==> src/rtl/cordic_pkg.sv <==
// Shared CORDIC definitions: angle width, atan table, gain constant and
// FSM state encoding used by the iterative and future pipelined variants.
package cordic_pkg;

   localparam int ANG_W = 32;
   localparam int TAB_N = 30;

   // K for a long iteration count, Q16 (1.646760)
   localparam logic [31:0] CORDIC_GAIN = 32'h0001_A592;

   typedef enum logic [1:0] {
      IDLE,
      ROTATE,
      DONE
   } state_t;

   // round(atan(2^-i) * 2^32 / 360), 0x20000000 = 45 deg
   localparam logic [31:0] ATAN_TAB [TAB_N] = '{
      32'h2000_0000, 32'h12E4_051E, 32'h09FB_385B, 32'h0511_11D4,
      32'h028B_0D43, 32'h0145_D7E1, 32'h00A2_F61E, 32'h0051_7C55,
      32'h0028_BE53, 32'h0014_5F2F, 32'h000A_2F98, 32'h0005_17CC,
      32'h0002_8BE6, 32'h0001_45F3, 32'h0000_A2FA, 32'h0000_517D,
      32'h0000_28BE, 32'h0000_145F, 32'h0000_0A30, 32'h0000_0518,
      32'h0000_028C, 32'h0000_0146, 32'h0000_00A3, 32'h0000_0051,
      32'h0000_0029, 32'h0000_0014, 32'h0000_000A, 32'h0000_0005,
      32'h0000_0003, 32'h0000_0001
   };

endpackage

==> src/rtl/cordic_atan2_if.sv <==
// Valid/ready bundle for cordic_atan2: (x, y) request in, angle/mag out.
// slave = the CORDIC block, master = producer/consumer driving it.
interface cordic_atan2_if #(
   parameter int XY_W  = 16,
   parameter int ANG_W = 32
);
   logic                    in_valid;
   logic                    in_ready;
   logic signed [XY_W-1:0]  x_in;
   logic signed [XY_W-1:0]  y_in;
   logic                    out_valid;
   logic                    out_ready;
   logic [ANG_W-1:0]        angle_out;
   logic [XY_W+1:0]         mag_out;

   modport slave (
      input  in_valid, x_in, y_in, out_ready,
      output in_ready, out_valid, angle_out, mag_out
   );

   modport master (
      output in_valid, x_in, y_in, out_ready,
      input  in_ready, out_valid, angle_out, mag_out
   );
endinterface

==> src/rtl/cordic_microrot.sv <==
// One combinational vectoring micro-rotation: drives y towards zero.
// Ports: x/y/z current vector and angle, i shift index, a = atan_tab[i];
// x_n/y_n/z_n next values (all computed from the pre-update x/y).
module cordic_microrot #(
   parameter int W  = 18,
   parameter int AW = 32
) (
   input  logic signed [W-1:0]  x,
   input  logic signed [W-1:0]  y,
   input  logic [AW-1:0]        z,
   input  logic [4:0]           i,
   input  logic [AW-1:0]        a,
   output logic signed [W-1:0]  x_n,
   output logic signed [W-1:0]  y_n,
   output logic [AW-1:0]        z_n
);
   logic signed [W-1:0] xs;
   logic signed [W-1:0] ys;

   assign xs = x >>> i;
   assign ys = y >>> i;

   always_comb begin
      x_n = x;
      y_n = y;
      z_n = z;
      if (!y[W-1]) begin
         x_n = x + ys;
         y_n = y - xs;
         z_n = z + a;
      end else begin
         x_n = x - ys;
         y_n = y + xs;
         z_n = z - a;
      end
   end
endmodule

==> src/rtl/cordic_atan2.sv <==
// Iterative vectoring CORDIC: (x, y) -> binary angle and K-scaled magnitude.
// Ports: clk, rst (sync, active high), bus (slave: in_valid/in_ready,
// x_in, y_in, out_valid/out_ready, angle_out, mag_out).
module cordic_atan2
   import cordic_pkg::*;
#(
   parameter int XY_W = 16,
   parameter int ITER = 16
) (
   input  logic           clk,
   input  logic           rst,
   cordic_atan2_if.slave  bus
);
   localparam int W = XY_W + 2;

   state_t              state;
   logic signed [W-1:0] x_q;
   logic signed [W-1:0] y_q;
   logic [ANG_W-1:0]    z_q;
   logic signed [W-1:0] x_n;
   logic signed [W-1:0] y_n;
   logic [ANG_W-1:0]    z_n;
   logic signed [W-1:0] x_ext;
   logic signed [W-1:0] y_ext;
   logic [4:0]          cnt;
   logic                zero_q;
   logic                ov_q;
   logic [ANG_W-1:0]    ang_q;
   logic [W-1:0]        mag_q;
   logic                last;

   assign x_ext = {{(W-XY_W){bus.x_in[XY_W-1]}}, bus.x_in};
   assign y_ext = {{(W-XY_W){bus.y_in[XY_W-1]}}, bus.y_in};
   assign last  = (cnt == 5'(ITER - 1));

   assign bus.in_ready  = (state == IDLE) && !rst;
   assign bus.out_valid = ov_q;
   assign bus.angle_out = ang_q;
   assign bus.mag_out   = mag_q;

   cordic_microrot #(
      .W  (W),
      .AW (ANG_W)
   ) u_rot (
      .x   (x_q),
      .y   (y_q),
      .z   (z_q),
      .i   (cnt),
      .a   (ATAN_TAB[cnt]),
      .x_n (x_n),
      .y_n (y_n),
      .z_n (z_n)
   );

   always_ff @(posedge clk) begin
      if (rst) begin
         state  <= IDLE;
         x_q    <= '0;
         y_q    <= '0;
         z_q    <= '0;
         cnt    <= '0;
         zero_q <= 1'b0;
         ov_q   <= 1'b0;
         ang_q  <= '0;
         mag_q  <= '0;
      end else begin
         unique case (state)
            IDLE: begin
               if (bus.in_valid) begin
                  // left half-plane: rotate by 180 deg so x starts >= 0
                  if (bus.x_in[XY_W-1]) begin
                     x_q <= -x_ext;
                     y_q <= -y_ext;
                     z_q <= {1'b1, {(ANG_W-1){1'b0}}};
                  end else begin
                     x_q <= x_ext;
                     y_q <= y_ext;
                     z_q <= '0;
                  end
                  zero_q <= (bus.x_in == '0) && (bus.y_in == '0);
                  cnt    <= '0;
                  state  <= ROTATE;
               end
            end
            ROTATE: begin
               x_q <= x_n;
               y_q <= y_n;
               z_q <= z_n;
               cnt <= cnt + 5'd1;
               if (last) begin
                  state <= DONE;
                  ov_q  <= 1'b1;
                  // z keeps accumulating on (0,0); force a clean result
                  ang_q <= zero_q ? '0 : z_n;
                  mag_q <= zero_q ? '0 : x_n;
               end
            end
            DONE: begin
               if (bus.out_ready) begin
                  ov_q  <= 1'b0;
                  state <= IDLE;
               end
            end
            default: state <= IDLE;
         endcase
      end
   end
endmodule

==> src/flat_wrapper.sv <==
// flat-port wrapper written by rule: the top's interface ports become plain ports
module cordic_atan2_flat import cordic_pkg::*;
#(
   parameter int XY_W = 16,
   parameter int ITER = 16
)
  (clk, rst, bus_in_valid, bus_x_in, bus_y_in, bus_out_ready, bus_in_ready, bus_out_valid, bus_angle_out, bus_mag_out);
  cordic_atan2_if #(.XY_W(XY_W)) bus_i ();
  input  logic clk;
  input  logic rst;
  input wire logic [$bits(bus_i.in_valid)-1:0] bus_in_valid;
  input wire logic [$bits(bus_i.x_in)-1:0] bus_x_in;
  input wire logic [$bits(bus_i.y_in)-1:0] bus_y_in;
  input wire logic [$bits(bus_i.out_ready)-1:0] bus_out_ready;
  output wire logic [$bits(bus_i.in_ready)-1:0] bus_in_ready;
  output wire logic [$bits(bus_i.out_valid)-1:0] bus_out_valid;
  output wire logic [$bits(bus_i.angle_out)-1:0] bus_angle_out;
  output wire logic [$bits(bus_i.mag_out)-1:0] bus_mag_out;
  assign bus_i.in_valid = bus_in_valid;
  assign bus_i.x_in = bus_x_in;
  assign bus_i.y_in = bus_y_in;
  assign bus_i.out_ready = bus_out_ready;
  assign bus_in_ready = bus_i.in_ready;
  assign bus_out_valid = bus_i.out_valid;
  assign bus_angle_out = bus_i.angle_out;
  assign bus_mag_out = bus_i.mag_out;
  cordic_atan2 #(.XY_W(XY_W), .ITER(ITER)) u_core (.clk(clk), .rst(rst), .bus(bus_i));
endmodule
==> config.mk <==
export PLATFORM = sky130hd
export DESIGN_NAME = cordic_atan2_flat
export DESIGN_NICKNAME = d
export VERILOG_FILES = /design/src/rtl/cordic_pkg.sv /design/src/rtl/cordic_atan2_if.sv /design/src/rtl/cordic_microrot.sv /design/src/rtl/cordic_atan2.sv /design/src/flat_wrapper.sv
export SDC_FILE = /design/constraint.sdc
export NUM_CORES = 1
export LEC_CHECK = 0
export ABC_AREA = 1
export ABC_CLOCK_PERIOD_IN_PS = 3800
export BUFFER_PORTS_ARGS = -buffer_cell sky130_fd_sc_hd__clkbuf_2
export CORE_UTILIZATION = 56
export CTS_CLUSTER_DIAMETER = 40
export CTS_CLUSTER_SIZE = 8
export DETAILED_ROUTE_END_ITERATION = 10
export PLACE_DENSITY = 0.78
export SYNTH_ARGS = -nofsm -noshare
export SYNTH_HDL_FRONTEND = slang
export SYNTH_SLANG_ARGS = --single-unit
export TNS_END_PERCENT = 1
==> constraint.sdc <==
create_clock -name clk -period 3.8 [get_ports clk]
set_input_delay 0.38 -clock clk [delete_from_list [all_inputs] [get_ports clk]]
set_output_delay 0.38 -clock clk [all_outputs]
set_load 0.005 [all_outputs]
==> flow_summary_export.csv <==
group,metric,value,unit
outcome,status,"finished with violations",
outcome,violations,"design-rule violations, negative setup slack",
setup_path,cp.arrival,4.60,ns
timing,fin_crit,4.32,ns
synthesis,synth_area_leaders,"dfxtp_1, nand2_1, nand3_1",
floorplan,dieArea,23200,sq um
routing,antenna_left,0,
finish,final_cell_mix,"nand2_1, buf_4, nand3_1",
timing,hold_viol,0,
global_routing,overflow,0,
setup_path,critPathTopFamily,"simple AND/OR/NAND/NOR gates",
cts,tritoncts,"done",
timing,grt_setup_unrepaired,"true",
timing,layout_setup_ws,-0.518,ns
cts,clk_latency,0.44,ns
timing,fin_crit_sh,1.14,
cts,cts.sinks,127,
power,ir_worst_vdd,0.531,mV
routing,via_per_inst,5.91,
finish,n_antenna_cell,0,
global_routing,grt_pass1_vias,16100,
synthesis,synth_warnings,0,
routing,wl_per_cell,18.2,microns
synthesis,synth_top_area_share,0.201,
timing,tightest_slew,1.20,ns
setup_path,cp-end-kind,"flip-flop",
placement,dp.cells,2813,
power,power_frac_seq,0.169,
power,pwr_density_cell,518,nW/um^2
setup_path,crit_type,"reg2reg",
placement,io_buffer_count,87,
routing,wirelength,52300,microns
synthesis,ys_seq_area_frac,0.201,
setup_path,cpMaxStageDelayCell,"dfxtp_4",
timing,finClkSkew,0.0213,ns
global_routing,grt_pass1_wl,78800,microns
cts,clockRootBuffer,"clkbuf_16",
timing,finalMaxSlewViolations,0,
run,cap_violations,0,
setup_path,crit_fanout,5,
power,p_clk_frac,0.175,
placement,place_hpwl,36200,microns
global_routing,grt.total_usage,0.423,
finish,finish.utilization,0.825,
floorplan,coreArea,22000,sq um
synthesis,async_flop_share,0,
floorplan,die_w,152,microns
routing,drt_pass1_iterations,9,
floorplan,row_count,54,
power,switchingPower,4280,uW
global_routing,antenna_found_initial,1,
placement,gp_congestion,1.06,
routing,drtIter0Drc,1988,
global_routing,grt_max_degree,78,
routing,drc,6,
cts,clk_pin_slew,0.07,ns
synthesis,synth_flop_cell,"dfxtp_1",
min_path,hold_class,"in2reg",
finish,final_nets,2696,
synthesis,syn_area_per_cell,5.88,sq um
floorplan,initial_core_util,0.575,
setup_path,cp_data_required_time,4.08,ns
finish,final_layout_size_suffix_gt1_frac,0.314,
timing,tns,-12.37,ns
synthesis,netlist_area,12600,sq um
synthesis,netlist_instances,2148,
cts,htreeDepth,4,
cts,cts-buffers-inserted,17,
power,power_frac_comb,0.656,
power,swShare,0.456,
floorplan,pin_count,88,
synthesis,ys_seq_elements,127,
cts,cts_buffer_depth,2,
synthesis,syn_nets,2267,
timing,setup-violations-final,59,
finish,design_area,18100,sq um
timing,max_freq,0.232,GHz
synthesis,synth.distinct_cells,54,
synthesis,yosysTopAreaCell,"dfxtp_1",
timing,slew_headroom,0.197,
finish,finalNonFillerCells,2869,
cts,postCtsHoldBufs,0,
placement,dpl_cell_area,16100,sq um
floorplan,die_h,152,microns
power,p_leak,0.00881,uW
power,intPower,5100,uW
setup_path,cpMostUsedCell,"nand2_2",
finish,area_growth,43.4,%
synthesis,synth_edf_count,0,
setup_path,path_buf_inv,6,
routing,vias,17000,
setup_path,worst_path_largest_cell_delay,0.39,ns
finish,final_common_cell,"nand2_1",
setup_path,cp-start-kind,"flip-flop",
## worst register-to-register path, delay by kind of cell (launching register included)
| family | cells | cell delay (ns) |
|---|---|---|
| AND/OR/NAND/NOR | 17 | 2.02 |
| buffers and inverters | 6 | 0.65 |
| adder cells (fa/ha/maj) | 2 | 0.46 |
| flip-flops | 1 | 0.39 |
| XOR/XNOR | 1 | 0.38 |
| AO/OA/AOI/OAI | 2 | 0.28 |
## registers in the layout (all words and copies together) (netlist names)
signal / count
u_core.bus.angle_out: 32
u_core.z_q: 32
u_core.bus.mag_out: 18
u_core.x_q: 18
u_core.y_q: 18
u_core.cnt: 5
u_core.state: 2
u_core.bus.out_valid: 1
u_core.zero_q: 1
## synth_stat cells, types with 3 or more instances
| cell | number |
|---|---|
| ha_1 | 80 |
| nand3b_1 | 14 |
| a21oi_1 | 204 |
| a211oi_1 | 4 |
| inv_1 | 177 |
| nand3_1 | 241 |
| o21ai_1 | 12 |
| nor3_1 | 35 |
| a21boi_0 | 4 |
| xor2_1 | 48 |
| nor2_2 | 6 |
| or2_2 | 20 |
| inv_2 | 13 |
| buf_2 | 16 |
| nand4_1 | 7 |
| buf_1 | 7 |
| xnor2_1 | 31 |
| nand2_1 | 651 |
| o21ai_0 | 124 |
| o211ai_1 | 14 |
| nor2_1 | 156 |
| o22ai_1 | 3 |
| a31oi_1 | 24 |
| o21a_1 | 4 |
| clkbuf_1 | 54 |
| a21o_1 | 9 |
| dfxtp_1 | 127 |
| buf_4 | 11 |
| nand2_2 | 3 |
| o31ai_1 | 10 |
| o21bai_1 | 8 |
| fa_1 | 3 |
## area by class of cell
cell class	count	area, sq um
clock inverters	12	116
clock buffers	19	433
inverters	193	737
repair buffers	499	3690
fillers	1548	3850
multi-input cells	1739	10200
flip-flops and latches	127	2550
well taps	280	350
## worst paths after layout
check                     start              end  slack [ns]  depth (start not counted)
setup / recovery  u_core.cnt[1]   u_core.z_q[25]       -0.52                         28
hold / removal    bus_out_ready  u_core.state[1]        0.24                          3
setup reg to reg  u_core.cnt[1]   u_core.z_q[25]       -0.52                         28
hold reg to reg   u_core.z_q[0]    u_core.z_q[0]        0.46                          2
## per-stage QoR
stage,total power [uW],hold WS [ns],worst slack [ns]
3_5_place_dp,6700,0.456,-0.646
3_3_place_gp,6570,0.448,-0.583
6_report,9370,0.245,-0.518
4_1_cts,8760,0.245,-0.118
5_1_grt,9890,0.260,-0.684
2_1_floorplan,4420,0.441,0.00383
## kinds of logic (layout without fill, tap and decap cells)
logic type,Yosys count,in the layout,synth area share
AOI/OAI and AO/OA,434,434,0.189
buffers and inverters,282,723,0.0895
DFF,127,127,0.201
adders and majority gates,83,83,0.0840
and+or+nand+nor,1143,1143,0.381
xor gates and xnor gates,79,79,0.0548
## routing by layer
layer | GRT usage | routed length [microns] | vias to the layer above
met5 | 0 | 13 | -
met4 | 0.307 | 4120 | 2
met1 | 0.465 | 19100 | 7693
met3 | 0.0794 | 4680 | 324
met2 | 0.733 | 24400 | 932
li1 | - | - | 7999
## power by group through the flow
| stage | sequential, uW | clock [uW] | combinational (uW) |
|---|---|---|---|
| floorplan | 1540 | 0 | 2880 |
| global placement | 1580 | 0 | 4990 |
| detailed placement | 1590 | 0 | 5120 |
| CTS | 1560 | 1630 | 5570 |
| global route | 1590 | 1690 | 6620 |
| finish | 1580 | 1640 | 6150 |
## repair_timing
item / in CTS / in global routing
endpoints found under the setup margin: 68 / 75
pin swaps: 72 / 49
gates resized for setup: 205 / 126
setup buffers: 16 / 10
Note: power is estimated with default switching activity, not from simulation.
